File: src/rtl/medfilt_win_ctrl.sv
`default_nettype none
// ============================================================================
// Module   : medfilt_win_ctrl
// Purpose  : Frame sequencer for the 3x3 median-filter datapath. Accepts the
//            pixel stream, tracks position, drives the shared line-buffer /
//            window shift enable, inserts one pad shift per row and a flush
//            row per frame, and tags each completed window with its centre
//            coordinate and border flags.
// Options  : MEDF_FRAME_CNT_EN - adds a 16-bit count of completed frames.
// Revision : 1.0 - initial release
// ============================================================================
module medfilt_win_ctrl #(
  parameter int IMG_W = 640,
  parameter int IMG_H = 512,
  localparam int CW = $clog2(IMG_W),
  localparam int RW = $clog2(IMG_H)
) (
  input  logic          clk,
  input  logic          rst_n,
  input  logic          s_valid,
  output logic          s_ready,
  input  logic          s_sof,
  input  logic          s_eol,
  output logic          lb_shift,
  output logic          lb_pad,
  output logic          win_valid,
  output logic [CW-1:0] win_col,
  output logic [RW-1:0] win_row,
  output logic [3:0]    border,
  output logic          frame_done,
  output logic          err_sync
`ifdef MEDF_FRAME_CNT_EN
  ,
  output logic [15:0]   frame_cnt
`endif
);

  // Flush counter runs 0..IMG_W (IMG_W virtual pixels plus the row pad)
  localparam int FW = $clog2(IMG_W + 1);
  localparam logic [CW-1:0] COL_LAST  = CW'(IMG_W - 1);
  localparam logic [RW-1:0] ROW_LAST  = RW'(IMG_H - 1);
  localparam logic [FW-1:0] FCNT_LAST = FW'(IMG_W);

  typedef enum logic [2:0] {
    ST_IDLE    = 3'd0,
    ST_RUN     = 3'd1,
    ST_EOL_PAD = 3'd2,
    ST_FLUSH   = 3'd3,
    ST_DONE    = 3'd4
  } state_t;

  state_t        state;
  logic [CW-1:0] col;
  logic [RW-1:0] row;
  logic [FW-1:0] fcnt;

  logic          accept;
  logic          col_last;
  logic          row_last;
  logic          win_hit;
  logic [CW-1:0] win_c;
  logic [RW-1:0] win_r;

  assign accept   = s_valid & s_ready;
  assign col_last = (col == COL_LAST);
  assign row_last = (row == ROW_LAST);

  // Shift enable must coincide with the pixel on the data bus, so it is decoded
  // combinationally; also works out which window (if any) this shift completes.
  always_comb begin
    lb_shift = 1'b0;
    lb_pad   = 1'b0;
    win_hit  = 1'b0;
    win_c    = '0;
    win_r    = '0;
    case (state)
      ST_IDLE: begin
        lb_shift = accept & s_sof;
      end
      ST_RUN: begin
        if (accept) begin
          if (s_sof) begin
            // Restart at (0,0): shifted, but completes no window
            lb_shift = 1'b1;
          end else if (s_eol == col_last) begin
            lb_shift = 1'b1;
            if ((row != '0) && (col != '0)) begin
              win_hit = 1'b1;
              win_r   = row - RW'(1);
              win_c   = col - CW'(1);
            end
          end
        end
      end
      ST_EOL_PAD: begin
        lb_shift = 1'b1;
        lb_pad   = 1'b1;
        if (row != '0) begin
          win_hit = 1'b1;
          win_r   = row - RW'(1);
          win_c   = COL_LAST;
        end
      end
      ST_FLUSH: begin
        lb_shift = 1'b1;
        lb_pad   = 1'b1;
        if (fcnt != '0) begin
          win_hit = 1'b1;
          win_r   = ROW_LAST;
          win_c   = CW'(fcnt - FW'(1));
        end
      end
      default: begin
        lb_shift = 1'b0;
      end
    endcase
  end

  // Frame state machine with registered handshake, window tag and status outputs
  always_ff @(posedge clk) begin
    if (!rst_n) begin
      state      <= ST_IDLE;
      s_ready    <= 1'b0;
      col        <= '0;
      row        <= '0;
      fcnt       <= '0;
      win_valid  <= 1'b0;
      win_col    <= '0;
      win_row    <= '0;
      border     <= '0;
      frame_done <= 1'b0;
      err_sync   <= 1'b0;
    end else begin
      win_valid  <= win_hit;
      if (win_hit) begin
        win_col <= win_c;
        win_row <= win_r;
        border  <= {win_r == '0, win_r == ROW_LAST, win_c == '0, win_c == COL_LAST};
      end
      frame_done <= (state == ST_DONE);

      case (state)
        ST_IDLE: begin
          s_ready <= 1'b1;
          if (accept && s_sof) begin
            col   <= CW'(1);
            row   <= '0;
            state <= ST_RUN;
          end
        end
        ST_RUN: begin
          s_ready <= 1'b1;
          if (accept) begin
            if (s_sof) begin
              err_sync <= 1'b1;
              col      <= CW'(1);
              row      <= '0;
            end else if (s_eol != col_last) begin
              // Misplaced or missing end-of-line: abandon the frame
              err_sync <= 1'b1;
              state    <= ST_IDLE;
            end else if (col_last) begin
              s_ready <= 1'b0;
              state   <= ST_EOL_PAD;
            end else begin
              col <= col + CW'(1);
            end
          end
        end
        ST_EOL_PAD: begin
          col <= '0;
          if (row_last) begin
            s_ready <= 1'b0;
            fcnt    <= '0;
            state   <= ST_FLUSH;
          end else begin
            s_ready <= 1'b1;
            row     <= row + RW'(1);
            state   <= ST_RUN;
          end
        end
        ST_FLUSH: begin
          s_ready <= 1'b0;
          if (fcnt == FCNT_LAST) begin
            state <= ST_DONE;
          end else begin
            fcnt <= fcnt + FW'(1);
          end
        end
        ST_DONE: begin
          s_ready <= 1'b1;
          state   <= ST_IDLE;
        end
        default: begin
          s_ready <= 1'b0;
          state   <= ST_IDLE;
        end
      endcase
    end
  end

`ifdef MEDF_FRAME_CNT_EN
  // Completed-frame counter; only frames that reach DONE are counted
  always_ff @(posedge clk) begin
    if (!rst_n) begin
      frame_cnt <= '0;
    end else if (state == ST_DONE) begin
      frame_cnt <= frame_cnt + 16'd1;
    end
  end
`endif

endmodule
`default_nettype wire

File: config.mk
export PLATFORM = sky130hd
export DESIGN_NAME = medfilt_win_ctrl
export DESIGN_NICKNAME = d
export VERILOG_FILES = /design/src/rtl/medfilt_win_ctrl.sv
export SDC_FILE = /design/constraint.sdc
export NUM_CORES = 1
export LEC_CHECK = 0
export BUFFER_PORTS_ARGS = -buffer_cell sky130_fd_sc_hd__buf_2
export CAP_MARGIN = 20
export CORE_MARGIN = 5
export CORE_UTILIZATION = 30
export DETAILED_ROUTE_END_ITERATION = 8
export GPL_ROUTABILITY_DRIVEN = 0
export HOLD_SLACK_MARGIN = 0.03
export SETUP_SLACK_MARGIN = 0.1
export SYNTH_ARGS = -nofsm -noshare
export SYNTH_HDL_FRONTEND = slang
export SYNTH_SLANG_ARGS = --single-unit
File: constraint.sdc
create_clock -name clk -period 4.7 [get_ports clk]
set_input_delay 0.94 -clock clk [delete_from_list [all_inputs] [get_ports clk]]
set_output_delay 0.94 -clock clk [all_outputs]
set_load 0.01 [all_outputs]
* After elaboration in Yosys (flattened, before gate mapping)
Index checks and enable logic that the tools add are counted.
** Cells by class
- Add/subtract/negate cells :: 6
- Equal/unequal tests :: 22
- Multiplexer cells :: 56
- Bitwise operators :: 2
- Reductions and logical operators :: 18
** Operators by type and width (count)
- $mux W10 :: 13
- $mux W9 :: 10
- $pmux W10 S3 :: 2
- $pmux W9 S3 :: 2
- $eq A10 B10 Y1 const B :: 3
- $add A10 B1 Y10 const B :: 2
- $pmux W10 S2 :: 1
- $reduce_bool A10 Y1 :: 2
- $sub A10 B1 Y10 const B :: 2
- $eq A9 B9 Y1 const B :: 2
- $mux W3 :: 6
- $mux W1 :: 17
- $ne A2 B2 Y1 const B :: 8
- $reduce_and A5 Y1 :: 3
- $pmux W3 S4 :: 1
- $logic_not A10 Y1 :: 1
- $add A9 B1 Y9 const B :: 1
- $logic_not A9 Y1 :: 1
- $ne A3 B3 Y1 const B :: 3
- $pmux W1 S3 :: 3
- $reduce_bool A9 Y1 :: 1
- $sub A9 B1 Y9 const B :: 1
- $eq A3 B2 Y1 const B :: 2
- $reduce_and A3 Y1 :: 2
- 11 further kinds :: 15
** Word-level totals
- Register bits :: 59

* Logic depth before layout (Yosys ltp)
- Depth after elaboration :: 8
- Gate-level depth with buffers :: 10
- Depth with buffers taken out :: 10

* Worst setup path after synthesis
OpenSTA, ideal clock, no wires.
- Path kind :: register to output
- From :: register col[2]
- To :: output port lb_shift
- Arrival time :: 2.171 ns
- Required time :: 3.760 ns
- Slack :: 1.589 ns
- Stages on the path, launching flop included :: 10
- Path buffers :: 1
- Cell sequence :: dfxtp_1 clkbuf_1 nand3_1 or4_1 ha_1 inv_1 a21oi_1 nor2_1 nor2_1 nor2_1
** On the way
- Longest elaborated chain between the ends :: 6
** RTL lines
- start: declaration :: RTL line 53 : logic [CW-1:0] col;
- start signal: assignment :: RTL line 166 : col <= col + CW'(1);
- $eq A10 B10 Y1 :: RTL line 65 : assign col_last = (col == COL_LAST);
- $eq A1 B1 Y1 :: RTL line 85 : end else if (s_eol == col_last) begin
- $mux W1 :: RTL line 85
- $mux W1 :: RTL line 82 : if (s_sof) begin
- $mux W1 :: RTL line 81 : if (accept) begin
- $pmux W1 S3 :: RTL line 76 : case (state)
- end: declaration :: RTL line 24 : output logic lb_shift,
No other way between the ends.

* Worst setup path in the final report
Ends and elaborated chain as after synthesis.

==> metrics <==
Top Usage Layer GRT=met2; routed via count=3,246; sequential area share after synthesis=around 34%; CP endpoint kind=output pin; GR Util All Layers=~13%; # resized after CTS=0; top_reg_cell synth=dfxtp_1; TritonCTS clock tree=yes; antenna violations before repair=0; Worst EP arrival=between 2000 and 3000 ps; initial detailed-routing violation count=about 220; area delta synth->final=14.2%; area leader, netlist=dfxtp_1; Synth top area share=33.6%; Final min period=3680 ps; Max Clk Rate=272 MHz; Antenna Violating Nets Remaining=0; top cells by area, synth=dfxtp_1 34%, nor2_1 6.5%, xnor2_1 5.7%; crit path launch type=register; Hold Path Class=reg -> reg; Cell Count, Final, Fillers Out=604; vias in the first global route=just over 3,000; grt met1 use=15.6%; most frequent CP cell=nor2_1; worst path cell trace=nand3_1, or4_1, ha_1, inv_1, a21oi_1, nor2_1, nor2_1, nor2_1, buf_2; count of final hold-check violations=0; Buffers on Ports=33; clk_skew=approximately 4.7 ps; clk sinks=between 50 and 60; clk slew on worst S/H paths=around 50 ps; largest net degree at the start of global routing=30; # rows=39; final net count=473; DRC=0; cts bufs inserted=9; library cells used by synthesis=a little over 60; Tot Pwr=about 1.2 mW; EDFF count, synth=0; CP max stage cell=or4_1; status=finished, final reports clean; Slew Viols, Final=0; WL per Instance=roughly 15 microns; fin crit share=between 70% and 80%; post-CTS setup buffers=0; hold_buf cts=0; Final Util=35.0%; DIE AREA=approximately 14,000 sq um; Vias per Instance=~5.4; Ys Warns=0; placeable core area=about 11,000 sq um; drt pass-1 iters=4; clk_lat worst skew=around 330 ps; met3 usage=under 10%; WS Path Type=reg -> out; first-pass GRT wire length=15.0 mm; crit-path max FO=10; Synth Register Bits=59; VDD IR max=roughly 0.19 mV; pwr dens=300 nW/um^2; Leak=between 1.5 and 2 nW; synth cell count leaders=61 x nor2_1, 59 x dfxtp_1, 31 x nand2_1; setup TNS=0 ps; Final setup viols=0; starting density of the core=a little under a third; Post-Synthesis Cell Area=between 3000 and 4000 sq um; Longest Clk Path Bufs=2; DP HPWL=6.63 mm; slowest cell delay on critical path=slightly above 600 ps; synthesized area per cell=about 7.9 sq um; asr flop ratio synth=0%; die width=118 microns; Routed WL=a little under 9 mm; clock tree root driver cell=clkbuf_16; RSZ-0062 raised after global routing=false; Slew HR=a little under a third; placed cell count=about 590; Fillers=approximately 1,200; grt total ovfl=0; max-cap viol count=0; I/O pins=34; post-synth net total=460; WP data required=between 3000 and 4000 ps; Cells after Synth=about 440; n_diodes=0; actual slew at the worst max-slew pin=1020 ps; leading cell type by number of instances after synthesis=nor2_1; Die Ht=~120 microns; share of layout cells above drive strength 1=approximately an eighth; met2 GRT Util=21.8%; htree depth=3
[cells by family (layout without fill, tap and decap cells)]
kind of cell | Yosys count | after routing | share of synthesized area [%]
adders and majority gates | 12 | 12 | 4.27
and+or+nand+nor | 201 | 201 | 29.6
AOI/OAI and AO/OA | 87 | 87 | 17.8
buffers and inverters | 48 | 66 | 5.76
muxes | 1 | 1 | 0.285
DFF | 59 | 59 | 33.6
xor gates and xnor gates | 35 | 35 | 8.72
[through the flow]
stage / worst slack, ps / hold WS [ps] / cell area [sq um]
after global routing: 853 / 481 / 4020
after floorplan: 1590 / 481 / 3520
after CTS: 1010 / 457 / 4020
after detailed placement: 1380 / 449 / 3720
after global placement: 1420 / 447 / 3720
final: 1020 / 452 / 4020
[sequential cells by signal, indices dropped and copies added, names as in the netlist]
| name | count |
|---|---|
| state | 3 |
| border | 4 |
| win_col | 10 |
| err_sync | 1 |
| win_valid | 1 |
| fcnt | 10 |
| col | 10 |
| frame_done | 1 |
| s_ready | 1 |
| row | 9 |
| win_row | 9 |
[worst max-delay path: cells and delay by family (launching register included)]
family	cells	cell delay, ps
and+or+nand+nor	5	1090
DFF	1	500
adders and majority gates	1	420
buffers and inverters	2	240
AOI/OAI and AO/OA	1	150
[cell usage in the layout (no fill, tap or decap), types with 2 or more instances in the layout]
master and n:
nand2b_1 2, nand3_1 18, a211oi_1 6, o211ai_1 2, a31oi_1 5, or2_2 2, o21a_1 6, or3b_2 2
xnor2_1 23, clkinv_2 3, clkbuf_16 9, o31a_1 2, dfxtp_1 59, nor2_1 61, nor4_1 12, xor2_1 12
nand3b_1 3, or4_1 4, a22oi_1 4, o31ai_1 7, a221oi_1 3, inv_1 17, ha_1 12, nor4b_1 3
nor3_1 22, o21ai_0 9, a311oi_1 3, a21oi_1 24, nor3b_1 7, and3_1 6, or3_1 6, nand4_1 10
buf_2 33, nand2_1 31, nor2b_1 4
[layout make-up]
class | count | area [sq um] | area share [%]
multi-input cells | 336 | 2130 | 53.1
flip-flops and latches | 59 | 1180 | 29.4
inverters | 17 | 63.8 | 1.59
well taps | 143 | 179 | 4.45
clock inverters | 5 | 52.6 | 1.31
repair buffers | 33 | 165 | 4.11
clock buffers | 11 | 243 | 6.04
[final timing paths]
path / startpoint / end / slack (ps) / cells after the start
max: col[2]$_SDFFE_PN0P_ / lb_shift / 1020 / 9
min reg2reg: win_col[2]$_SDFFE_PN0P_ / win_col[2]$_SDFFE_PN0P_ / 450 / 2
min: win_col[2]$_SDFFE_PN0P_ / win_col[2]$_SDFFE_PN0P_ / 450 / 2
max reg2reg: col[2]$_SDFFE_PN0P_ / win_row[4]$_SDFFE_PN0P_ / 1370 / 8
[power by group]
group	leakage (nW)	switching [mW]	internal, mW	total (mW)
clock network	0.145	0.231	0.421	0.653
logic	0.942	0.0323	0.0151	0.0474
registers	0.476	0.00360	0.502	0.506
[metal layers]
metal / part of all wire [%] / routed length [microns] / vias up
li1: - / - / 1625
met5: 0 / 0 / -
met3: 3.8 / 342 / 20
met1: 46 / 4100 / 1541
met2: 48 / 4270 / 60
met4: 2.5 / 223 / 0
No activity file was read; power rests on OpenSTA's default activity.
